`src/rtl/fan_off_timer_pkg.sv`:
```
// Purpose: shared FSM states, BCD field layout and BCD helper functions for the fan off-timer.
// Latency: n/a (declarations and pure functions only).
// Backpressure: n/a.
package fan_off_timer_pkg;

   typedef enum logic [1:0] {
      IDLE = 2'd0,
      SET  = 2'd1,
      RUN  = 2'd2,
      DONE = 2'd3
   } state_e;

   localparam int DIGIT_W = 4;
   localparam int MMSS_W  = 4 * DIGIT_W;

   // Digit positions inside mmss = {m10, m1, s10, s1}
   localparam int S1_LSB  = 0;
   localparam int S10_LSB = 4;
   localparam int M1_LSB  = 8;
   localparam int M10_LSB = 12;
   localparam int MIN_LSB = M1_LSB;
   localparam int MIN_W   = 2 * DIGIT_W;

   // One-second BCD decrement of mm:ss; 00:00 stays at 00:00.
   function automatic logic [MMSS_W-1:0] bcd_dec_sec(input logic [MMSS_W-1:0] t);
      logic [DIGIT_W-1:0] s1, s10, m1, m10;
      s1  = t[S1_LSB  +: DIGIT_W];
      s10 = t[S10_LSB +: DIGIT_W];
      m1  = t[M1_LSB  +: DIGIT_W];
      m10 = t[M10_LSB +: DIGIT_W];
      bcd_dec_sec = t;
      if (t != '0) begin
         if (s1 != 4'd0) begin
            s1 = s1 - 4'd1;
         end else begin
            s1 = 4'd9;
            if (s10 != 4'd0) begin
               s10 = s10 - 4'd1;
            end else begin
               s10 = 4'd5;
               if (m1 != 4'd0) begin
                  m1 = m1 - 4'd1;
               end else begin
                  m1  = 4'd9;
                  m10 = m10 - 4'd1;
               end
            end
         end
         bcd_dec_sec = {m10, m1, s10, s1};
      end
   endfunction

   // BCD minute add with decimal carry, clamped to max_m (BCD ordering is numeric ordering).
   function automatic logic [MIN_W-1:0] bcd_add_min(input logic [MIN_W-1:0]   m,
                                                    input logic [DIGIT_W-1:0] step,
                                                    input logic [MIN_W-1:0]   max_m);
      logic [DIGIT_W:0]   lo;
      logic [DIGIT_W:0]   hi;
      logic [MIN_W-1:0]   sum;
      lo = {1'b0, m[DIGIT_W-1:0]} + {1'b0, step};
      hi = {1'b0, m[MIN_W-1:DIGIT_W]};
      if (lo > 5'd9) begin
         lo = lo - 5'd10;
         hi = hi + 5'd1;
      end
      sum = {hi[DIGIT_W-1:0], lo[DIGIT_W-1:0]};
      if (hi > 5'd9 || sum > max_m) begin
         bcd_add_min = max_m;
      end else begin
         bcd_add_min = sum;
      end
   endfunction

endpackage

```
`src/rtl/fan_off_timer_bcd_mmss_counter.sv`:
```
// Purpose: four-digit BCD mm:ss register with seconds decrement, saturating minute add and clear.
// Latency: one cycle from control inputs to mmss; zero_next is combinational look-ahead.
// Backpressure: none; every control is applied in the cycle it is presented.
module bcd_mmss_counter
   import fan_off_timer_pkg::*;
#(
   parameter logic [MIN_W-1:0]   MAX_MIN  = 8'h99,
   parameter logic [DIGIT_W-1:0] STEP_MIN = 4'h1
) (
   input  logic              clk,
   input  logic              reset_p,
   input  logic              clr,
   input  logic              dec,
   input  logic              add_min,
   output logic [MMSS_W-1:0] mmss,
   output logic              zero_next
);

   logic [MMSS_W-1:0] cnt_q;
   logic [MMSS_W-1:0] cnt_d;

   // Next count: decrement first, then add minutes, clear overrides both.
   always_comb begin
      cnt_d = cnt_q;
      if (dec) begin
         cnt_d = bcd_dec_sec(cnt_d);
      end
      if (add_min) begin
         cnt_d[MIN_LSB +: MIN_W] = bcd_add_min(cnt_d[MIN_LSB +: MIN_W], STEP_MIN, MAX_MIN);
      end
      if (clr) begin
         cnt_d = '0;
      end
      zero_next = (cnt_d == '0);
   end

   // Count register.
   always_ff @(posedge clk) begin
      if (reset_p) begin
         cnt_q <= '0;
      end else begin
         cnt_q <= cnt_d;
      end
   end

   assign mmss = cnt_q;

endmodule

```
`src/rtl/fan_off_timer.sv`:
```
// Purpose: fan off-timer FSM (IDLE/SET/RUN/DONE) gating the fan and raising timeout/alarm.
// Latency: one cycle; every input sampled at an edge is visible on the registered outputs after it.
// Backpressure: none; button pulses and tick_sec are acted on in the cycle they arrive.
module fan_off_timer
   import fan_off_timer_pkg::*;
#(
   parameter logic [MIN_W-1:0]   MAX_MIN  = 8'h99,
   parameter logic [DIGIT_W-1:0] STEP_MIN = 4'h1
) (
   input  logic              clk,
   input  logic              reset_p,
   input  logic              tick_sec,
   input  logic              btn_add,
   input  logic              btn_start,
   input  logic              btn_clear,
   output logic [MMSS_W-1:0] mmss,
   output logic              run,
   output logic              timeout,
   output logic              alarm,
   output logic [1:0]        state
);

   state_e state_q, state_d;
   logic   run_q, run_d;
   logic   timeout_q, timeout_d;
   logic   alarm_q, alarm_d;

   logic   cnt_clr;
   logic   cnt_dec;
   logic   cnt_add;
   logic   cnt_zero_next;

   bcd_mmss_counter #(
      .MAX_MIN  (MAX_MIN),
      .STEP_MIN (STEP_MIN)
   ) u_cnt (
      .clk       (clk),
      .reset_p   (reset_p),
      .clr       (cnt_clr),
      .dec       (cnt_dec),
      .add_min   (cnt_add),
      .mmss      (mmss),
      .zero_next (cnt_zero_next)
   );

   // Next state and counter controls; clear wins everywhere, expiry beats pause in RUN.
   always_comb begin
      state_d   = state_q;
      cnt_clr   = 1'b0;
      cnt_dec   = 1'b0;
      cnt_add   = 1'b0;
      timeout_d = 1'b0;
      if (btn_clear) begin
         cnt_clr = 1'b1;
         state_d = IDLE;
      end else begin
         case (state_q)
            IDLE: begin
               if (btn_add) begin
                  cnt_add = 1'b1;
                  state_d = SET;
               end
            end
            SET: begin
               cnt_add = btn_add;
               if (btn_start) begin
                  state_d = RUN;
               end
            end
            RUN: begin
               cnt_dec = tick_sec;
               cnt_add = btn_add;
               if (tick_sec && cnt_zero_next) begin
                  state_d   = DONE;
                  timeout_d = 1'b1;
               end else if (btn_start) begin
                  state_d = SET;
               end
            end
            DONE: begin
               // Acknowledge only; the count is already zero and no time is added.
               if (btn_start || btn_add) begin
                  cnt_clr = 1'b1;
                  state_d = IDLE;
               end
            end
            default: begin
               cnt_clr = 1'b1;
               state_d = IDLE;
            end
         endcase
      end
      run_d   = (state_d == RUN);
      alarm_d = (state_d == DONE);
   end

   // FSM state and registered outputs.
   always_ff @(posedge clk) begin
      if (reset_p) begin
         state_q   <= IDLE;
         run_q     <= 1'b0;
         timeout_q <= 1'b0;
         alarm_q   <= 1'b0;
      end else begin
         state_q   <= state_d;
         run_q     <= run_d;
         timeout_q <= timeout_d;
         alarm_q   <= alarm_d;
      end
   end

   assign state   = state_q;
   assign run     = run_q;
   assign timeout = timeout_q;
   assign alarm   = alarm_q;

endmodule

```
`config.mk`:
```
export PLATFORM = sky130hd
export DESIGN_NAME = fan_off_timer
export DESIGN_NICKNAME = d
export VERILOG_FILES = /design/src/rtl/fan_off_timer_pkg.sv /design/src/rtl/fan_off_timer_bcd_mmss_counter.sv /design/src/rtl/fan_off_timer.sv
export SDC_FILE = /design/constraint.sdc
export NUM_CORES = 1
export LEC_CHECK = 0
export ABC_AREA = 1
export BUFFER_PORTS_ARGS = -buffer_cell sky130_fd_sc_hd__buf_2
export CORE_UTILIZATION = 45
export DETAILED_ROUTE_END_ITERATION = 6
export PLACE_DENSITY = 0.71
export SLEW_MARGIN = 40
export SYNTH_ARGS = -nofsm -noshare
export SYNTH_HDL_FRONTEND = slang
export SYNTH_SLANG_ARGS = --single-unit
```
`constraint.sdc`:
```
create_clock -name clk -period 3.4 [get_ports clk]
set_input_delay 0.51 -clock clk [delete_from_list [all_inputs] [get_ports clk]]
set_output_delay 0.51 -clock clk [all_outputs]
set_load 0.01 [all_outputs]
```
==> flow_metrics.env <==
export IMPL_tritoncts="yes"
export IMPL_first_global_vias=1602
export IMPL_nNetsFinal=347
export IMPL_required_ps=3600
export IMPL_vias=1920
export IMPL_yosysMostFrequentCell="nand2_1"
export IMPL_initial_core_util_pct=47.8
export IMPL_vdd_ir_drop_worst_mv=0.216
export IMPL_ys_warn_count=0
export IMPL_min_period_over_period_pct=91.7
export IMPL_layout_setup_ws_ps=282
export IMPL_skew_ps=1.11
export IMPL_cp_slowest_cell="dfxtp_2"
export IMPL_clockBufferDepth=2
export IMPL_start_kind="register"
export IMPL_dieWidth_um=65.1
export IMPL_ant_nets=0
export IMPL_synth_seq_area_share_pct=23.5
export IMPL_startpoint="u_cnt.mmss[8]"
export IMPL_fmax_mhz=321
export IMPL_numCtsBuffers=3
export IMPL_cp_max_fo=7
export IMPL_reg2reg_depth=25
export IMPL_yosys_register_bits=21
export IMPL_slew_viol_final=0
export IMPL_antenna_found_initial=0
export IMPL_cts_max_level=1
export IMPL_synth_edf_count=0
export IMPL_slew_headroom_pct=67.9
export IMPL_synth_nets=298
export IMPL_dieArea_um2=4230
export IMPL_io_pins=27
export IMPL_overflow=0
export IMPL_firstDrtPassIters=4
export IMPL_timing_rr_start="u_cnt.mmss[8]"
export IMPL_preCtsSetupSlack_ps=32.7
export IMPL_area_growth_pct=30.1
export IMPL_grt_max_degree=20
export IMPL_final_cell_area_um2=2330
export IMPL_wl_per_cell_um=12.0
export IMPL_hold_path_depth=3
export IMPL_first_iter_violations=60
export IMPL_grt_pass1_wl_um=6820
export IMPL_path_buf_inv=4
export IMPL_worst_slew_pin_slew_ps=479
export IMPL_worst_hold_slack_ps=576
export IMPL_clock_sinks=21
export IMPL_async_reset_ff_share_pct=0
export IMPL_end_kind="register"
export IMPL_clk_latency_ps=260
export IMPL_hold_end="timeout"
export IMPL_dieHeight_um=65.1
export IMPL_vias_per_cell=5.05
export IMPL_track_usage_pct=20.2
export IMPL_yosys_area_top_type="dfxtp_1"
export IMPL_hold_class="in -> reg"
export IMPL_clk_pin_slew_ps=70
export IMPL_drt_total_wl_um=4580
export IMPL_dp_hpwl_um=3250
export IMPL_period_needed_ps=3120
export IMPL_drv_cap=0
export IMPL_drc=0
export IMPL_synth_area_leaders="dfxtp_1, nand2_1, inv_1, nor2_1, nand3_1"
export IMPL_synth_top_area_share_pct=23.5
export IMPL_hold_viol=0
export IMPL_cpPeakStageDelay_ps=370
export IMPL_finalSetupTns_ps=0
export IMPL_n_fill_cell=355
export IMPL_io_buffers=26
export IMPL_synth_commonest_cells="nand2_1, inv_1, nor2_1"
export IMPL_rrSetupSlack_ps=280
export IMPL_power_density_nw_per_um2=245
export IMPL_netlist_area_um2=1790
export IMPL_cp_top_family="simple AND/OR/NAND/NOR gates"
export IMPL_core_area_um2=3740
export IMPL_synth_ff_type="dfxtp_1"
export IMPL_run_status="complete, no violations"
export IMPL_crit_path_frequent_cell="nand2_1"
export IMPL_drive_above_1_share_pct=38.0
export IMPL_synthCells=284
export IMPL_path_class="reg -> reg"
export IMPL_synth_area_per_cell_um2=6.30
export IMPL_p_leak_uw=0.00122
export IMPL_ctsRootBufferMaster="clkbuf_8"
export IMPL_post_dp_cell_area_um2=2010
export IMPL_r2r_end="alarm"
export IMPL_diodes=0
export IMPL_fp_row_count=22
export IMPL_setup_violations=0
export IMPL_yosys_cell_types_count=35
export IMPL_hp_start="btn_clear"
export IMPL_worstPathArrival_ps=3320
export IMPL_gp_congestion=0.891
-- cell usage in the layout (no fill, tap or decap), types with 2 or more instances in the layout --
master | netlist | layout
nand2_2 | 6 | 12
o22ai_1 | 2 | 2
nor2_2 | 4 | 2
clkinv_1 | 2 | 2
ha_1 | 8 | 3
o21ai_0 | 10 | 10
nor2_4 | 3 | 6
buf_2 | 0 | 26
inv_2 | 12 | 20
a21oi_1 | 9 | 8
dfxtp_2 | 0 | 8
o211ai_1 | 2 | 2
nand4_1 | 8 | 8
nor3_1 | 3 | 3
nand3_2 | 3 | 4
nand3_1 | 24 | 22
nor2_1 | 37 | 36
nand2_4 | 1 | 4
nor2_8 | 2 | 2
dfxtp_1 | 21 | 13
ha_4 | 0 | 4
buf_4 | 0 | 20
clkbuf_8 | 0 | 3
nand2_1 | 69 | 60
xor2_1 | 2 | 2
nand3_4 | 2 | 3
inv_1 | 39 | 30
-- stage by stage --
step           utilization, %  instances  power (uW)
2_1_floorplan               -        284         358
3_3_place_gp             53.6        360         390
3_5_place_dp             53.6        360         390
4_1_cts                  54.8        364         547
5_1_grt                  62.2        380         601
6_report                 62.2        380         571
-- what timing repair did --
item	4_1_cts	5_1_grt
gates resized for setup	0	50
hold buffers	0	0
setup endpoints to repair	0	5
buffers inserted	0	16
hold endpoints to repair	0	0
-- cell type report --
cell class / instances / area [um2] / share of cell area [%]
clock buffer: 4 / 45.0 / 1.93
tap: 48 / 60.1 / 2.58
sequential: 21 / 430 / 18.5
multi-input combinational: 207 / 1300 / 55.8
inverter: 53 / 201 / 8.65
timing repair buffer: 47 / 292 / 12.5
-- worst reg2reg max path: stages (launching register included) --
cell and delay [ps]:
dfxtp_2 370, inv_2 70, ha_4 170, nand3_4 110, inv_2 70, nor2_1 110
nand4_1 140, nand2_2 150, inv_1 80, ha_1 200, nand3_1 200, nand2_4 110
inv_2 110, nand4_2 180, and2_4 210, nand3_1 60, nand2_1 60, nand2_1 80
nand3_1 80, nor2_1 90, nand2_1 80, nand2_1 90, nand2_2 60, nand2_1 60
nand2_1 60, nor2_1 90
-- power by group --
group	total [uW]	internal (uW)	switching, uW	leakage (uW)
clock network	159	83.4	75.2	0.0000228
registers	258	252	6.39	0.000174
logic	154	58.2	95.9	0.00102
total	571	393	177	0.00122
-- kinds of logic (layout without fill, tap and decap cells) --
| group | count (synthesis) | after routing | synth area share, % |
|---|---|---|---|
| and+or+nand+nor | 166 | 166 | 46.4 |
| DFF | 21 | 21 | 23.5 |
| xor gates and xnor gates | 4 | 4 | 2.80 |
| adders and majority gates | 8 | 8 | 5.59 |
| buffers and inverters | 56 | 104 | 11.7 |
| AOI/OAI and AO/OA | 29 | 29 | 9.93 |
-- sequential cells by signal, indices dropped and copies added, names as in the netlist --
name        cells
timeout         1
u_cnt.mmss     16
alarm           1
state           2
run             1
-- per-layer routing --
layer | up-vias | global-route usage (%) | routed length [um]
met5 | - | 0 | 0
met4 | 0 | 5.71 | 90
met3 | 12 | 1.23 | 185
met2 | 51 | 34.9 | 2230
met1 | 865 | 26.8 | 2070
li1 | 992 | - | -
-- how the worst max path moves through the flow --
stage | end | slack [ps] | depth (start not counted)
5_1_grt | alarm | -50 | 29
6_report | alarm | 280 | 25
3_5_place_dp | run | 30 | 29
3_3_place_gp | run | 30 | 29
4_1_cts | run | 60 | 29
2_1_floorplan | run | 370 | 29
(Power assumes the default switching activity.)
